**src/rtl/muxn_pipe_pkg.sv**
```systemverilog
`default_nettype none
// ============================================================================
// Module : muxn_pipe_pkg
// Desc   : Shared word-width default and skid-buffer state encoding for the
//          muxn_pipe select pipeline.
// Rev    : 1.0  initial release
// ============================================================================
`ifndef WORD_WIDTH
`define WORD_WIDTH 32
`endif

package muxn_pipe_pkg;

    localparam int MUXN_WORD_WIDTH = `WORD_WIDTH;

    typedef enum logic [1:0] {
        MUXN_EMPTY = 2'd0,
        MUXN_ONE   = 2'd1,
        MUXN_TWO   = 2'd2
    } muxn_state_e;

endpackage

`default_nettype wire

```
**src/rtl/muxn_pipe_if.sv**
```systemverilog
`default_nettype none
// ============================================================================
// Module : muxn_pipe_if
// Desc   : Upstream/downstream handshake bundle of muxn_pipe. The master side
//          drives the request and consumes the result; the slave is the block.
// Rev    : 1.0  initial release
// ============================================================================
interface muxn_pipe_if
    import muxn_pipe_pkg::*;
#(
    parameter int WORD_WIDTH = MUXN_WORD_WIDTH,
    parameter int NUM_INPUTS = 4,
    parameter int SEL_WIDTH  = 2
);

    logic [NUM_INPUTS*WORD_WIDTH-1:0] in_data;
    logic [SEL_WIDTH-1:0]             in_sel;
    logic                             in_valid;
    logic                             in_ready;
    logic                             flush;
    logic [WORD_WIDTH-1:0]            out_data;
    logic [SEL_WIDTH-1:0]             out_sel;
    logic                             out_valid;
    logic                             out_ready;
    logic                             sel_err;

    modport master (
        output in_data, in_sel, in_valid, flush, out_ready,
        input  in_ready, out_data, out_sel, out_valid, sel_err
    );

    modport slave (
        input  in_data, in_sel, in_valid, flush, out_ready,
        output in_ready, out_data, out_sel, out_valid, sel_err
    );

endinterface

`default_nettype wire

```
**src/rtl/muxn_pipe_sel.sv**
```systemverilog
`default_nettype none
// ============================================================================
// Module : muxn_sel
// Desc   : Combinational N-way word select; an out-of-range select falls back
//          to input 0 and reports an effective select of 0.
// Rev    : 1.0  initial release
// ============================================================================
module muxn_sel
    import muxn_pipe_pkg::*;
#(
    parameter int WORD_WIDTH = MUXN_WORD_WIDTH,
    parameter int NUM_INPUTS = 4,
    parameter int SEL_WIDTH  = 2
) (
    input  wire logic [NUM_INPUTS*WORD_WIDTH-1:0] i_data,
    input  wire logic [SEL_WIDTH-1:0]             i_sel,
    output logic      [WORD_WIDTH-1:0]            o_word,
    output logic      [SEL_WIDTH-1:0]             o_sel
);

    always_comb begin
        o_word = i_data[0 +: WORD_WIDTH];
        o_sel  = '0;
        for (int i = 1; i < NUM_INPUTS; i++) begin
            if (i_sel == SEL_WIDTH'(i)) begin
                o_word = i_data[i*WORD_WIDTH +: WORD_WIDTH];
                o_sel  = SEL_WIDTH'(i);
            end
        end
    end

endmodule

`default_nettype wire

```
**src/rtl/muxn_pipe.sv**
```systemverilog
`default_nettype none
// ============================================================================
// Module : muxn_pipe
// Desc   : Pipelined N-way word select behind a two-entry skid buffer with a
//          registered in_ready and synchronous flush. Optional sticky select
//          range checker enabled by MUXN_PIPE_SEL_CHECK_EN.
// Rev    : 1.0  initial release
// ============================================================================
module muxn_pipe
    import muxn_pipe_pkg::*;
#(
    parameter int WORD_WIDTH = MUXN_WORD_WIDTH,
    parameter int NUM_INPUTS = 4,
    parameter int SEL_WIDTH  = 2
) (
    input  wire logic  clk,
    input  wire logic  rst_n,
    muxn_pipe_if.slave bus
);

    logic [WORD_WIDTH-1:0] w_cap_word;
    logic [SEL_WIDTH-1:0]  w_cap_sel;
    logic                  w_accept;

    muxn_state_e           state_q, state_d;
    logic [WORD_WIDTH-1:0] main_data_q, main_data_d;
    logic [SEL_WIDTH-1:0]  main_sel_q, main_sel_d;
    logic [WORD_WIDTH-1:0] skid_data_q, skid_data_d;
    logic [SEL_WIDTH-1:0]  skid_sel_q, skid_sel_d;
    logic                  in_ready_q, in_ready_d;

    muxn_sel #(
        .WORD_WIDTH (WORD_WIDTH),
        .NUM_INPUTS (NUM_INPUTS),
        .SEL_WIDTH  (SEL_WIDTH)
    ) u_sel (
        .i_data (bus.in_data),
        .i_sel  (bus.in_sel),
        .o_word (w_cap_word),
        .o_sel  (w_cap_sel)
    );

    // A transfer offered during flush is dropped, never captured.
    assign w_accept = bus.in_valid && in_ready_q && !bus.flush;

    always_comb begin
        state_d     = state_q;
        main_data_d = main_data_q;
        main_sel_d  = main_sel_q;
        skid_data_d = skid_data_q;
        skid_sel_d  = skid_sel_q;
        case (state_q)
            MUXN_EMPTY: begin
                if (w_accept) begin
                    main_data_d = w_cap_word;
                    main_sel_d  = w_cap_sel;
                    state_d     = MUXN_ONE;
                end
            end
            MUXN_ONE: begin
                if (w_accept && bus.out_ready) begin
                    main_data_d = w_cap_word;
                    main_sel_d  = w_cap_sel;
                end else if (w_accept) begin
                    skid_data_d = w_cap_word;
                    skid_sel_d  = w_cap_sel;
                    state_d     = MUXN_TWO;
                end else if (bus.out_ready) begin
                    state_d     = MUXN_EMPTY;
                end
            end
            MUXN_TWO: begin
                if (bus.out_ready) begin
                    main_data_d = skid_data_q;
                    main_sel_d  = skid_sel_q;
                    state_d     = MUXN_ONE;
                end
            end
            default: state_d = MUXN_EMPTY;
        endcase
        if (bus.flush) begin
            state_d = MUXN_EMPTY;
        end
        // Ready is a function of the next state so it can be registered.
        in_ready_d = (state_d != MUXN_TWO);
    end

    always_ff @(posedge clk or negedge rst_n) begin
        if (!rst_n) begin
            state_q     <= MUXN_EMPTY;
            main_data_q <= '0;
            main_sel_q  <= '0;
            skid_data_q <= '0;
            skid_sel_q  <= '0;
            in_ready_q  <= 1'b1;
        end else begin
            state_q     <= state_d;
            main_data_q <= main_data_d;
            main_sel_q  <= main_sel_d;
            skid_data_q <= skid_data_d;
            skid_sel_q  <= skid_sel_d;
            in_ready_q  <= in_ready_d;
        end
    end

    assign bus.in_ready  = in_ready_q;
    assign bus.out_valid = (state_q != MUXN_EMPTY);
    assign bus.out_data  = main_data_q;
    assign bus.out_sel   = main_sel_q;

`ifdef MUXN_PIPE_SEL_CHECK_EN
    logic w_sel_oor;
    logic sel_err_q, sel_err_d;

    assign w_sel_oor = ({1'b0, bus.in_sel} >= (SEL_WIDTH+1)'(NUM_INPUTS));

    always_comb begin
        sel_err_d = sel_err_q | (w_accept & w_sel_oor);
    end

    // Sticky until reset; flush intentionally leaves it alone.
    always_ff @(posedge clk or negedge rst_n) begin
        if (!rst_n) begin
            sel_err_q <= 1'b0;
        end else begin
            sel_err_q <= sel_err_d;
`ifndef SYNTHESIS
            if (w_accept && w_sel_oor) begin
                $error("muxn_pipe: out-of-range select %0d accepted", bus.in_sel);
            end
`endif
        end
    end

    assign bus.sel_err = sel_err_q;
`else
    assign bus.sel_err = 1'b0;
`endif

endmodule

`default_nettype wire
```
**src/flat_wrapper.sv**
```systemverilog
// flat-port wrapper written by rule: the top's interface ports become plain ports
module muxn_pipe_flat import muxn_pipe_pkg::*;
#(
    parameter int WORD_WIDTH = MUXN_WORD_WIDTH,
    parameter int NUM_INPUTS = 4,
    parameter int SEL_WIDTH  = 2
)
  (clk, rst_n, bus_in_data, bus_in_sel, bus_in_valid, bus_flush, bus_out_ready, bus_in_ready, bus_out_data, bus_out_sel, bus_out_valid, bus_sel_err);
  muxn_pipe_if #(.WORD_WIDTH(WORD_WIDTH), .NUM_INPUTS(NUM_INPUTS), .SEL_WIDTH(SEL_WIDTH)) bus_i ();
  input  wire logic clk;
  input  wire logic rst_n;
  input wire logic [$bits(bus_i.in_data)-1:0] bus_in_data;
  input wire logic [$bits(bus_i.in_sel)-1:0] bus_in_sel;
  input wire logic [$bits(bus_i.in_valid)-1:0] bus_in_valid;
  input wire logic [$bits(bus_i.flush)-1:0] bus_flush;
  input wire logic [$bits(bus_i.out_ready)-1:0] bus_out_ready;
  output wire logic [$bits(bus_i.in_ready)-1:0] bus_in_ready;
  output wire logic [$bits(bus_i.out_data)-1:0] bus_out_data;
  output wire logic [$bits(bus_i.out_sel)-1:0] bus_out_sel;
  output wire logic [$bits(bus_i.out_valid)-1:0] bus_out_valid;
  output wire logic [$bits(bus_i.sel_err)-1:0] bus_sel_err;
  assign bus_i.in_data = bus_in_data;
  assign bus_i.in_sel = bus_in_sel;
  assign bus_i.in_valid = bus_in_valid;
  assign bus_i.flush = bus_flush;
  assign bus_i.out_ready = bus_out_ready;
  assign bus_in_ready = bus_i.in_ready;
  assign bus_out_data = bus_i.out_data;
  assign bus_out_sel = bus_i.out_sel;
  assign bus_out_valid = bus_i.out_valid;
  assign bus_sel_err = bus_i.sel_err;
  muxn_pipe #(.WORD_WIDTH(WORD_WIDTH), .NUM_INPUTS(NUM_INPUTS), .SEL_WIDTH(SEL_WIDTH)) u_core (.clk(clk), .rst_n(rst_n), .bus(bus_i));
endmodule
```
**config.mk**
```make
export PLATFORM = sky130hd
export DESIGN_NAME = muxn_pipe_flat
export DESIGN_NICKNAME = d
export VERILOG_FILES = /design/src/rtl/muxn_pipe_pkg.sv /design/src/rtl/muxn_pipe_if.sv /design/src/rtl/muxn_pipe_sel.sv /design/src/rtl/muxn_pipe.sv /design/src/flat_wrapper.sv
export SDC_FILE = /design/constraint.sdc
export NUM_CORES = 1
export LEC_CHECK = 0
export CORE_UTILIZATION = 30
export DETAILED_ROUTE_END_ITERATION = 8
export GPL_TIMING_DRIVEN = 1
export PLACE_DENSITY = 0.66
export REMOVE_ABC_BUFFERS = 1
export SYNTH_ARGS = -nofsm -noshare
export SYNTH_HDL_FRONTEND = slang
export SYNTH_HIERARCHICAL = 1
export SYNTH_SLANG_ARGS = --single-unit
```
**constraint.sdc**
```tcl
create_clock -name clk -period 1.7 [get_ports clk]
set_clock_uncertainty 0.05 [all_clocks]
set_input_delay 0.17 -clock clk [delete_from_list [all_inputs] [get_ports clk]]
set_output_delay 0.17 -clock clk [all_outputs]
set_load 0.1 [all_outputs]
```
### After elaboration in Yosys (flattened, before gate mapping)

Cells that the tools add are included.

| storage, ports and cells | value |
|---|---|
| input port bits | 135 |
| flip-flop bits (word level) | 71 |
| word-level logic and storage cells | 46 |

| operators by class | value |
|---|---|
| eq/ne operators | 9 |
| reductions and logical operators | 9 |
| multiplexer cells | 21 |
| bitwise gates (word level) | 1 |

Operators with widths:

| operator | count |
|---|---|
| 32-bit 2-to-1 mux | 6 |
| 32-bit case mux with 3 select lines | 1 |
| 2-bit 2-to-1 mux | 11 |
| 2-bit case mux with 3 select lines | 2 |
| 2-bit equality test (second input constant) | 3 |
| 2-bit by 1-bit equality test with 1-bit output (second input constant) | 2 |
| 2-bit by 1-bit != test with 1-bit output (second input constant) | 2 |
| 2-bit != test (second input constant) | 2 |
| 4-bit AND reduction | 1 |
| 1-bit logical AND | 3 |
| 3-bit AND reduction | 1 |
| 3-bit nonzero test | 1 |
| 2-bit logical NOT | 1 |
| 2-bit nonzero test | 1 |
| 1-bit logical NOT | 1 |
| 1-bit 2-to-1 mux | 1 |
| 1-bit inverter | 1 |

### Depth between registers and ports, before layout

| logic depth | value |
|---|---|
| word-level depth | 7 |
| depth in mapped cells | 6 |

### By module

The synthesis kept the hierarchy.

Modules (own cells, without submodules):

| module | instances | area an instance (um^2) | sequential area each (um^2) | cells each |
|---|---|---|---|---|
| muxn_pipe | 1 | 2992.9 | 1778.0 | 211 |
| muxn_sel | 1 | 832.0 | 0.0 | 42 |

### Least setup slack after synthesis

No wires, ideal clock.

| timing | value |
|---|---|
| kind | register to register |
| start | register u_core.in_ready_q, in the netlist u_core/bus.in_ready |
| end | register u_core.skid_data_q[21] |
| setup time | 125 ps |
| path buffers | 2 |
| cell stages (with the launch flop) | 6 |
| clock period less this slack | 2196 ps |
| data arrival time | 2022 ps |
| data required time | 1525 ps |
| setup slack | -496 ps |
| cell sequence | dfstp_2 nand4bb_1 buf_4 nor3b_4 buf_6 mux2_2 |

| between the ends | value |
|---|---|
| longest elaborated chain between the ends | 5 |

Ends and longest elaborated chain:

| what | line | RTL |
|---|---|---|
| start, declared | muxn_pipe.sv:30 | `logic in_ready_q, in_ready_d;` |
| start signal, assigned | muxn_pipe.sv:102 | `in_ready_q <= in_ready_d;` |
| 1-bit logical AND * (2 in series) | muxn_pipe.sv:44 | `assign w_accept = bus.in_valid && in_ready_q && !bus.flush;` |
| 1-bit logical AND | muxn_pipe.sv:61 | `if (w_accept && bus.out_ready) begin` |
| 1-bit inverter (no source line) | - |  |
| 3-bit AND reduction (no source line) * | - |  |
| end signal, assigned | muxn_pipe.sv:100 | `skid_data_q <= skid_data_d;` |
| end, declared | muxn_pipe.sv:28 | `logic [WORD_WIDTH-1:0] skid_data_q, skid_data_d;` |

Mark *: on every way between the ends. The rest lies on a longest branch, timed or not.
A chain may end at the register's enable or synchronous reset.

### Worst setup path after layout

| timing | value |
|---|---|
| start | register u_core.in_ready_q, in the netlist u_core/bus.in_ready |
| end | register u_core.skid_data_q[4] |

The elaborated chain is that of the path after synthesis.

==> impl_metrics.py <==
metrics = {
    "run_status": {
        "status": "complete, but fails checks",
        "failed_checks": "setup timing",
    },
    "cells_and_area": {
        "multi_input_area_sq_um": 1910,
        "final_instance_count_without_filler_cells": 603,
        "fillers": 1037,
        "layout-drive-gt1-share_pct": 42.1,
        "register_area_sq_um": 1780,
        "area_delta_synth_final_pct": 73.1,
        "final_area_sq_um": 6620,
        "nets": 566,
        "finish.utilization_pct": 54.2,
        "antenna_cells": 0,
    },
    "power": {
        "intPower_mw": 5.05,
        "power_switching_mw": 2.88,
        "switch_share_pct": 36.3,
        "p_leak_nw": 2.61,
        "power.share.clock_pct": 25.3,
        "max-vdd-ir-drop_mv": 0.577,
        "p_seq_share_pct": 31.7,
        "pwr_density_cell_nw_per_um2": 1200,
        "comb_power_share_pct": 43.0,
    },
    "floorplanning": {
        "start_util_pct": 31.3,
        "floorplan.die.width_um": 115,
        "std_cell_rows": 40,
        "die_area_sq_um": 13200,
        "chipHeight_um": 115,
        "core_region_area_sq_um": 12200,
        "i_o_pins": 172,
    },
    "job": {
        "maxCapViolCount": 0,
    },
    "timing": {
        "holdWs_ps": 299,
        "number_of_hold_violations_in_the_final_report": 0,
        "max_clock_freq_mhz": 580,
        "rsz0062_at_grt": "true",
        "report.final.slew_viol_count": 0,
        "final.period_utilization_pct": 101,
        "period_minus_slack_ps": 1720,
        "setup_viol_count_final": 16,
        "minimum_setup_slack_in_the_final_design_ps": -23.2,
    },
    "logic_synthesis": {
        "syn_area_per_cell_sq_um": 15.1,
        "postSynth.asyncResetShare_pct": 100,
        "netlist_area_sq_um": 3820,
        "ys.warnings.count": 6,
        "sequential_cell_area_fraction_in_the_yosys_report_pct": 46.5,
        "yosys.cell_types.count": 29,
        "ys_ff_latch": 71,
        "synth-edff-count": 0,
        "netlist_instances": 253,
        "synth_ff_type": "sky130_fd_sc_hd__dfrtp_1",
    },
    "critical_path": {
        "worstReg2RegEnd": "u_core/skid_data_q[4]",
        "worst_ep_arrival_time_ps": 1870,
        "r2r_start": "u_core/bus.in_ready",
        "worst-path-max-fanout": 17,
        "critPathCaptureType": "flop",
        "ff2ff_path_depth": 5,
        "start_kind": "flop",
        "crit_type": "flop to flop",
        "cp.required_ps": 1850,
        "timing.reg2reg.setup_slack_ps": -20,
    },
    "detailed_routing": {
        "via_per_inst": 5.07,
        "drt_iter0_drc": 76,
        "dr_total_vias": 3055,
        "drt_drc_violations_left": 0,
        "routed_wirelength_um": 10600,
        "drtAntennaViolNets": 0,
        "route.detailed.wl_per_inst_um": 17.7,
        "drt_pass1_iterations": 4,
    },
    "grt": {
        "grt_util_all_layers_pct": 16.3,
        "first_pass_grt_wire_length_um": 16600,
        "number_of_global_route_vias_before_repair": 3337,
        "antenna_violations_before_repair": 0,
        "global_route.overflow_total": 0,
        "grt_max_degree": 41,
    },
    "clock_tree": {
        "clk_transition_reported_paths_ps": 60,
        "cts_tree": "yes",
        "cts_inserted_buffers": 9,
        "cts_htree_levels": 3,
        "cts.sinks": 71,
        "clk_root_buf": "sky130_fd_sc_hd__clkbuf_16",
        "worstSkewPairLatency_ps": 320,
        "clock_path_buffers": 2,
    },
    "place": {
        "dp_cells": 584,
        "dp.final_hpwl_um": 7620,
        "gpl.final_weighted_congestion": 0.738,
        "dpl_worst_slack_ps": -251,
        "port_buffers": 170,
        "placedInstanceArea_sq_um": 6180,
    },
    "worst_hold_path": {
        "hold_path_class": "primary input to async pin",
    },
}
[power groups by stage]
stage	clock network (mW)	registers (mW)	logic, mW
after floorplan	0	3.66	0.684
after global placement	0	2.50	3.31
after detailed placement	0	2.53	3.36
after CTS	2.06	2.51	3.38
after global routing	2.13	2.57	3.54
final	2.01	2.51	3.41
[state kept, by name, summed over array words and instances, names as in the netlist]
name                 cells
u_core/skid_sel_q        2
u_core/skid_data_q      32
u_core/state_q           2
u_core/bus.out_data     32
u_core/bus.out_sel       2
u_core/bus.in_ready      1
[cells in the final DEF, fill, tap and decap left out, types with 2 or more instances in the layout]
cell type	count
sky130_fd_sc_hd__clkbuf_16	10
sky130_fd_sc_hd__clkdlybuf4s50_1	131
sky130_fd_sc_hd__buf_6	4
sky130_fd_sc_hd__o221a_2	34
sky130_fd_sc_hd__dfrtp_1	70
sky130_fd_sc_hd__buf_12	46
sky130_fd_sc_hd__mux2_2	23
sky130_fd_sc_hd__or3_1	34
sky130_fd_sc_hd__nor2_1	2
sky130_fd_sc_hd__mux4_1	2
sky130_fd_sc_hd__bufinv_16	2
sky130_fd_sc_hd__clkinvlp_4	3
sky130_fd_sc_hd__buf_4	10
sky130_fd_sc_hd__mux4_2	30
sky130_fd_sc_hd__buf_2	2
sky130_fd_sc_hd__nand2_1	3
sky130_fd_sc_hd__mux2_4	11
[cell usage after synthesis (2+ instances only)]
cell type,number,share of area [%]
sky130_fd_sc_hd__buf_6,4,1.2
sky130_fd_sc_hd__mux2_1,3,0.88
sky130_fd_sc_hd__buf_4,2,0.39
sky130_fd_sc_hd__or3_1,35,5.7
sky130_fd_sc_hd__o221a_2,34,10
sky130_fd_sc_hd__buf_12,3,1.6
sky130_fd_sc_hd__nor2_1,2,0.20
sky130_fd_sc_hd__nor2b_1,2,0.33
sky130_fd_sc_hd__mux4_2,30,18
sky130_fd_sc_hd__dfrtp_1,70,46
sky130_fd_sc_hd__mux2_2,31,9.1
sky130_fd_sc_hd__clkbuf_1,11,1.1
sky130_fd_sc_hd__buf_2,7,0.92
sky130_fd_sc_hd__mux4_1,2,1.4
sky130_fd_sc_hd__nand2_1,3,0.29
[metal layers]
layer	global-route usage (%)	routed length (um)	part of all wire [%]	vias to the layer above
li1	-	-	-	1376
met1	18.2	4270	40	1564
met2	30.7	5570	52	108
met3	4.32	732	6.9	7
met4	3.90	73	0.69	0
met5	0	0	0	-
[worst max-delay path: stages, from the launching register on]
cell and delay (ps):
sky130_fd_sc_hd__dfstp_2 550, sky130_fd_sc_hd__nand4bb_4 130, sky130_fd_sc_hd__nor3b_4 190, sky130_fd_sc_hd__buf_6 150
sky130_fd_sc_hd__buf_12 170, sky130_fd_sc_hd__mux2_2 340
[cells by family after synthesis]
logic type / share of synthesized area (%)
mux: 29.3
buf+inv: 5.50
simple gates: 7.62
flops: 46.5
other cells: 0.0980
compound gates: 11.0
[layout make-up]
type | count | area share [%]
timing repair buffer | 195 | 36.2
multi-input combinational | 153 | 28.8
sequential | 71 | 26.9
clock buffer | 10 | 3.61
tap | 168 | 3.18
clock inverter | 5 | 1.25
inverter | 1 | 0.0567
[repair_timing]
item,in CTS,in global routing
buffers inserted,0,1
hold buffers,1,0
hold endpoints to repair,30,0
gates resized for setup,3,13
cloned,0,2
setup endpoints to repair,36,35
[worst max-delay path by stage]
stage | slack [ps] | to | from
finish | -20 | u_core/skid_data_q[4] | u_core/bus.in_ready
global route | -60 | u_core/skid_data_q[5] | u_core/bus.in_ready
CTS | -30 | u_core/skid_data_q[12] | u_core/bus.in_ready
detailed placement | -250 | u_core/skid_data_q[15] | bus_flush
global placement | -200 | u_core/skid_data_q[9] | bus_flush
floorplan | -1580 | u_core/skid_sel_q[0] | u_core/bus.in_ready
[through the flow]
step | setup TNS [ps] | power, mW
floorplan | -96110 | 4.34
global placement | -11980 | 5.81
detailed placement | -14840 | 5.90
CTS | -619 | 7.95
global route | -1300 | 8.24
finish | -238 | 7.93
Note: power is estimated with default switching activity, not from simulation.
